<file path="config.mk">
export PLATFORM = sky130hd
export DESIGN_NAME = m_wbone_arbiter
export DESIGN_NICKNAME = d
export VERILOG_FILES = /design/src/rtl/m_wbone_arbiter.sv
export SDC_FILE = /design/constraint.sdc
export NUM_CORES = 1
export LEC_CHECK = 0
export ABC_AREA = 1
export BUFFER_PORTS_ARGS = -buffer_cell sky130_fd_sc_hd__buf_2
export CORE_AREA = 4 4 125 127
export CTS_BUF_LIST = sky130_fd_sc_hd__clkbuf_2
export CTS_CLUSTER_DIAMETER = 50
export CTS_CLUSTER_SIZE = 12
export DETAILED_ROUTE_END_ITERATION = 8
export DIE_AREA = 0 0 129 131
export GPL_ROUTABILITY_DRIVEN = 0
export PLACE_DENSITY_LB_ADDON = 0.25
export REMOVE_ABC_BUFFERS = 1
export SYNTH_ARGS = -nofsm -noshare
export SYNTH_HDL_FRONTEND = slang
export SYNTH_SLANG_ARGS = --single-unit
</file>
<file path="constraint.sdc">
create_clock -name CLK_I -period 2.8 [get_ports CLK_I]
set_input_delay 0.42 -clock CLK_I [delete_from_list [all_inputs] [get_ports CLK_I]]
set_output_delay 0.42 -clock CLK_I [all_outputs]
set_load 0.02 [all_outputs]
</file>
<file path="src/rtl/m_wbone_arbiter.sv">
// m_wbone_arbiter: two-master round-robin Wishbone arbiter with CYC bus lock
// and a per-access watchdog that answers hung strobes with ERR.
module m_wbone_arbiter #(
   parameter int TIMEOUT                = 100,
   parameter bit DAT_ZERO_WHEN_INACTIVE = 1'b1
) (
   input  logic        CLK_I,
   input  logic        RST_I,
   input  logic        m0_CYC_I,
   input  logic        m0_STB_I,
   input  logic        m0_WE_I,
   input  logic [31:0] m0_ADR_I,
   input  logic [31:0] m0_DAT_I,
   input  logic [3:0]  m0_SEL_I,
   output logic        m0_ACK_O,
   output logic        m0_ERR_O,
   output logic [31:0] m0_DAT_O,
   input  logic        m1_CYC_I,
   input  logic        m1_STB_I,
   input  logic        m1_WE_I,
   input  logic [31:0] m1_ADR_I,
   input  logic [31:0] m1_DAT_I,
   input  logic [3:0]  m1_SEL_I,
   output logic        m1_ACK_O,
   output logic        m1_ERR_O,
   output logic [31:0] m1_DAT_O,
   output logic        s_CYC_O,
   output logic        s_STB_O,
   output logic        s_WE_O,
   output logic [31:0] s_ADR_O,
   output logic [31:0] s_DAT_O,
   output logic [3:0]  s_SEL_O,
   input  logic        s_ACK_I,
   input  logic [31:0] s_DAT_I,
   output logic [1:0]  gnt,
   output logic [7:0]  errcnt
);
   typedef enum logic [2:0] {IDLE, GNT0, GNT1, TERR0, TERR1} state_t;
   state_t     state;
   logic       last;
   logic [7:0] wd;
   logic       own, act, cyc, stb, fire;
   assign own  = state == GNT1 || state == TERR1;
   assign act  = state == GNT0 || state == GNT1;
   assign cyc  = own ? m1_CYC_I : m0_CYC_I;
   assign stb  = own ? m1_STB_I : m0_STB_I;
   assign fire = stb && !s_ACK_I && wd == 8'(TIMEOUT - 1);
   assign s_CYC_O  = act && cyc;
   assign s_STB_O  = act && stb;
   assign s_WE_O   = act && (own ? m1_WE_I : m0_WE_I);
   assign s_ADR_O  = act ? (own ? m1_ADR_I : m0_ADR_I) : '0;
   assign s_DAT_O  = act ? (own ? m1_DAT_I : m0_DAT_I) : '0;
   assign s_SEL_O  = act ? (own ? m1_SEL_I : m0_SEL_I) : '0;
   assign m0_ACK_O = state == GNT0 && s_ACK_I;
   assign m1_ACK_O = state == GNT1 && s_ACK_I;
   assign m0_ERR_O = state == TERR0;
   assign m1_ERR_O = state == TERR1;
   assign m0_DAT_O = (!DAT_ZERO_WHEN_INACTIVE || m0_ACK_O) ? s_DAT_I : '0;
   assign m1_DAT_O = (!DAT_ZERO_WHEN_INACTIVE || m1_ACK_O) ? s_DAT_I : '0;
   always_ff @(posedge CLK_I or negedge RST_I) begin
      if (!RST_I) begin
         state  <= IDLE;
         last   <= 1'b1;
         gnt    <= 2'b00;
         wd     <= '0;
         errcnt <= '0;
      end else begin
         case (state)
            IDLE: begin
               wd <= '0;
               // on a tie the master that did not own the bus last wins
               if (m0_CYC_I && (!m1_CYC_I || last)) begin
                  state <= GNT0;
                  gnt   <= 2'b01;
                  last  <= 1'b0;
               end else if (m1_CYC_I) begin
                  state <= GNT1;
                  gnt   <= 2'b10;
                  last  <= 1'b1;
               end
            end
            GNT0, GNT1: begin
               if (!cyc) begin
                  state <= IDLE;
                  gnt   <= 2'b00;
                  wd    <= '0;
               end else if (fire) begin
                  state <= own ? TERR1 : TERR0;
                  wd    <= '0;
               end else begin
                  wd <= (s_ACK_I || !stb) ? '0 : wd + 8'd1;
               end
            end
            default: begin
               errcnt <= errcnt + {7'd0, errcnt != 8'hff};
               wd     <= '0;
               if (cyc) begin
                  state <= own ? GNT1 : GNT0;
               end else begin
                  state <= IDLE;
                  gnt   <= 2'b00;
               end
            end
         endcase
      end
   end
endmodule
</file>
# Yosys cells after proc, flatten, opt, wreduce, memory -nomap -nowiden
# Cells that the tools add are included.
[word_totals]
regBits = 22
input_bits = 177
[classes]
n_reduce_logical = 22
eq_ne = 9
add_sub_neg = 2
muxes = 29
[op_table]
columns = ["operator", "n"]
rows = [
  ["2-to-1 mux 32 bit", 6],
  ["2-to-1 mux 8 bit", 4],
  ["2-to-1 mux 3 bit", 5],
  ["2-to-1 mux 2 bit", 6],
  ["adder 8 x 1 -> 8 bit", 1],
  ["adder 8 x 1 -> 8 bit (second input constant)", 1],
  ["== test 8 x 7 -> 1 bit (second input constant)", 1],
  ["logical AND 1 bit", 8],
  ["2-to-1 mux 4 bit", 2],
  ["!= test 8 bit (second input constant)", 1],
  ["== test 3 x 2 -> 1 bit (second input constant)", 2],
  ["!= test 3 bit (second input constant)", 2],
  ["one-hot mux 3 bit (2 select lines)", 1],
  ["AND reduction 2 bit", 3],
  ["2-to-1 mux 1 bit", 5],
  ["logical OR 1 bit", 4],
  ["== test 3 x 1 -> 1 bit (second input constant)", 1],
  ["== test 3 bit (second input constant)", 1],
  ["zero test 1 bit", 3],
  ["zero test 3 bit", 1],
  ["OR reduction 3 bit", 1],
  ["!= test 2 x 1 -> 1 bit (second input constant)", 1],
  ["nonzero test 2 bit", 1],
  ["OR reduction 2 bit", 1],
]

# Logic depth before layout (Yosys ltp)
[logic_depth]
ltp_word = 9
mapped_depth = 10

# Least setup slack after synthesis
# OpenSTA, ideal clock, no wires.
[synth_path]
path_type = "register to output"
start = "reg state[0]"
end = "out m1_DAT_O[11]"
t_required_ns = 2.380
path_slack_ns = 0.733
path_stages_with_launch = 7
arrival_time_ns = 1.647
n_path_buf = 1
cell_sequence = "dfrtp_1 -> inv_1 -> nand3_4 -> nor2_1 -> inv_1 -> clkbuf_1 -> nor2_1"
[synth_via]
elab_chain_cells = 3
[synth_lines]
columns = ["element", "line_no", "rtl"]
rows = [
  ["start, declared", "39", "state_t state;"],
  ["start signal, assigned", "88", "state <= own ? TERR1 : TERR0;"],
  ["start signal, assigned", "98", "state <= own ? GNT1 : GNT0;"],
  ["== test 3 x 2 -> 1 bit", "55", "assign m1_ACK_O = state == GNT1 && s_ACK_I;"],
  ["logical AND 1 bit", "55", ""],
  ["via m1_ACK_O", "24", "output logic m1_ACK_O,"],
  ["2-to-1 mux 32 bit", "59", "assign m1_DAT_O = (!DAT_ZERO_WHEN_INACTIVE || m1_ACK_O) ? s_DAT_I : '0;"],
  ["end, declared", "26", "output logic [31:0] m1_DAT_O,"],
]
# The timed path passes the listed nets, and every way through them passes these cells.

# Worst setup path in the final report
[layout_path]
start = "reg state[1]"
end = "out s_DAT_O[23]"
[layout_via]
elab_chain_cells = 4
elab_cells_between_ends = 7
cone_classes = "eq/ne (3); mux (2); reduce/logical (2)"
[layout_lines]
columns = ["element", "line_no", "rtl"]
rows = [
  ["== test 3 x 2 -> 1 bit or == test 3 bit (tied branches)", "43, 44", ""],
  ["logical OR 1 bit", "43", "assign own = state == GNT1 || state == TERR1;"],
  ["2-to-1 mux 32 bit", "52", "assign s_DAT_O = act ? (own ? m1_DAT_I : m0_DAT_I) : '0;"],
  ["2-to-1 mux 32 bit (*)", "52", ""],
  ["end, declared", "31", "output logic [31:0] s_DAT_O,"],
]
# Mark *: on every way between the ends. The rest lies on a longest branch, timed or not.

==> out/metrics.csv <==
stage;metric;value;unit
cts;numCtsBuffers;3;
cts;clk_path_buf_depth;2;
synthesis;yosysSeqAreaShare;0.210;
synthesis;avgSynthCellArea;5.41;um^2
floorplan;num_rows;44;
timing;worst_clock_skew;0.0115;ns
global_route;track_usage;0.162;
cells_and_area;area_delta_synth_final;71.9;%
cells_and_area;diodes;0;
synthesis;yosys_warnings;0;
pwr;ir_drop;472;uV
pwr;power_switching;3140;uW
detailed_routing;routed_wl;15200;um
timing;finalMaxSlewViolations;0;
cells_and_area;layout.cells.most_common;buf_2;
global_route;grt_max_degree;56;
synthesis;yosys.area.top_type;nor2_1;
timing;tightest_slew;0.947;ns
pwr;seqPwrFrac;0.101;
synthesis;synth_seq_cells;22;
synthesis;syn_inst;485;
detailed_routing;wl_per_cell;15.5;um
critical_path;r2r_cells;9;
detailed_routing;vias;4087;
pwr;combPwrFrac;0.852;
pwr;power_leakage;0.00289;uW
critical_path;worstSetupPathType;reg2out;
cts;cts_tree;built;
cells_and_area;stdcell_area;0.00451;mm^2
detailed_routing;via_per_inst;4.18;
synthesis;synth.distinct_cells;28;
timing;period_minus_slack;2.61;ns
critical_path;r2r-end;gnt[1];
synthesis;syn_area;0.00263;mm^2
global_route;overflow;0;
critical_path;worstSetupStartpoint;state[1];
pwr;clkPwrFrac;0.047;
floorplan;initial_core_util;0.182;
critical_path;cp_max_fo;55;
floorplan;die-width;129;um
detailed_routing;dr.first_iter.drc_count;213;
timing;hold_slack;0.321;ns
critical_path;cp.required;2.38;ns
cells_and_area;final_cell_mix;buf_2, nor2_1, o21ai_0;
floorplan;chipHeight;131;um
floorplan;pin_count;326;
pwr;power.density;1090;mW/mm^2
pwr;cell_internal_pwr;1760;uW
hold_path;min_delay_worst_endpoint;state[2];
placed_design;hpwl;12700;um
timing;setup_viol_count_final;0;
critical_path;critical_path_arrival;2.19;ns
critical_path;cp-end-kind;output port;
floorplan;core;0.0144;mm^2
synthesis;synth_top_area_frac;0.313;
detailed_routing;firstDrtPassIters;4;
global_route;grt_pass1_wl;21200;um
placed_design;port_buffers;325;
hold_path;hold_path_class;in2reg;
pwr;swShare;0.641;
placed_design;post_dp_cell_area;0.00442;mm^2
synthesis;ys_top_cells_by_area;nor2_1, dfrtp_1, o21ai_0, inv_1, nand2_1;
cts;cts_root_buf;clkbuf_2;
detailed_routing;drc;0;
cells_and_area;drive_above_1_share;0.447;
cts;post-cts-setup-buffers;0;
timing;fmax;382;MHz
timing;rsz0062_at_grt;true;
cts;path_clk_slew;0.24;ns
critical_path;start_kind;flip-flop;
global_route;grt_pass1_vias;3478;
cells_and_area;final_nets;976;
timing;hold_violations;0;
hold_path;min_from;m1_CYC_I;
critical_path;r2r_start;state[0];
cts;h-tree-depth;1;
floorplan;die_area;0.0169;mm^2
pwr;total_power;4910;uW
timing;relSlewSlack;0.368;
status;outcome;complete, no violations;
critical_path;rrSetupSlack;1.00;ns
cts;clk_latency;0.35;ns
cells_and_area;post-route-util;0.313;
global_route;antenna_found_initial;2;
cts;clock_sinks;22;
timing;finalCritPeriodShare;0.934;
detailed_routing;antenna_left;0;
hold_path;holdPathStages;3;
run;drv_cap;0;
-- repair_timing --
action | in CTS | in global routing
endpoints found under the hold margin | 0 | 4
pin swaps | 0 | 1
resized for setup | 1 | 9
endpoints found under the setup margin | 3 | 72
cloned | 0 | 0
hold buffers | 0 | 1
-- through the flow --
step	setup slack (ns)	std cells	TNS (ns)
after floorplan	0.476	458	0
after global placement	0.402	973	0
after detailed placement	0.413	973	0
after CTS	0.00217	977	0
after global routing	-0.0873	978	-0.766
final	0.185	978	0
-- registers in the layout (all words and copies together), names as in the netlist --
name    count
last        1
wd          8
errcnt      8
gnt         2
state       3
-- layout make-up --
cell class,count,area [um^2]
Timing Repair Buffer,332,1710
Clock buffer,3,15.0
Fill cell,1678,9910
Multi-Input combinational cell,377,1740
Sequential cell,22,554
Tap cell,184,230
Clock inverter,1,30.0
Inverter,59,225
-- kinds of logic (layout without fill, tap and decap cells) --
group / after synthesis / count (layout) / synth area share
buffers and inverters: 86 / 395 / 0.131
flip-flops: 22 / 22 / 0.210
AO/OA/AOI/OAI: 79 / 79 / 0.151
AND/OR/NAND/NOR: 284 / 284 / 0.456
adder cells (fa/ha/maj): 4 / 4 / 0.0191
XOR/XNOR: 10 / 10 / 0.0334
-- metal layers --
layer,GRT usage,wire [um],vias to the layer above
met5,0,26,-
met4,0.0210,99,4
met3,0.0463,1670,10
met2,0.248,6790,180
met1,0.231,6580,1781
li1,-,-,2112
-- power by group through the flow --
stage / clock network (uW) / registers (uW) / logic (uW)
4_1_cts: 241 / 494 / 4150
3_5_place_dp: 0 / 499 / 4130
2_1_floorplan: 0 / 554 / 2440
6_report: 232 / 497 / 4180
3_3_place_gp: 0 / 501 / 4140
5_1_grt: 256 / 515 / 4560
-- worst max-delay path, cell delays in order, from the launching register on --
cell and delay, ns:
dfrtp_2 0.49, nor2_1 0.07, nand2_2 0.14, nand2_8 0.13, inv_4 0.20, buf_16 0.27, nor2_1 0.06, nor2_1 0.24
buf_2 0.22
-- worst max path at each step --
stage | end | cells past startpoint | slack (ns)
after CTS | s_DAT_O[23] | 8 | 0.002
after floorplan | s_ADR_O[0] | 6 | 0.48
after global routing | m1_DAT_O[26] | 6 | -0.09
after detailed placement | s_DAT_O[2] | 7 | 0.41
final | s_DAT_O[23] | 8 | 0.19
after global placement | s_DAT_O[2] | 7 | 0.40
-- synth_stat cells, drive strengths merged --
cell	number
a21oi	2
and3	1
buf	14
clkbuf	13
clkinv	1
dfrtp	21
dfstp	1
ha	4
inv	58
nand2	35
nand3	16
nand3b	1
nand4	4
nor2	222
nor3	2
nor4	2
o21ai	77
or2	1
xnor2	1
xor2	9
Note: power is estimated with default switching activity, not from simulation.
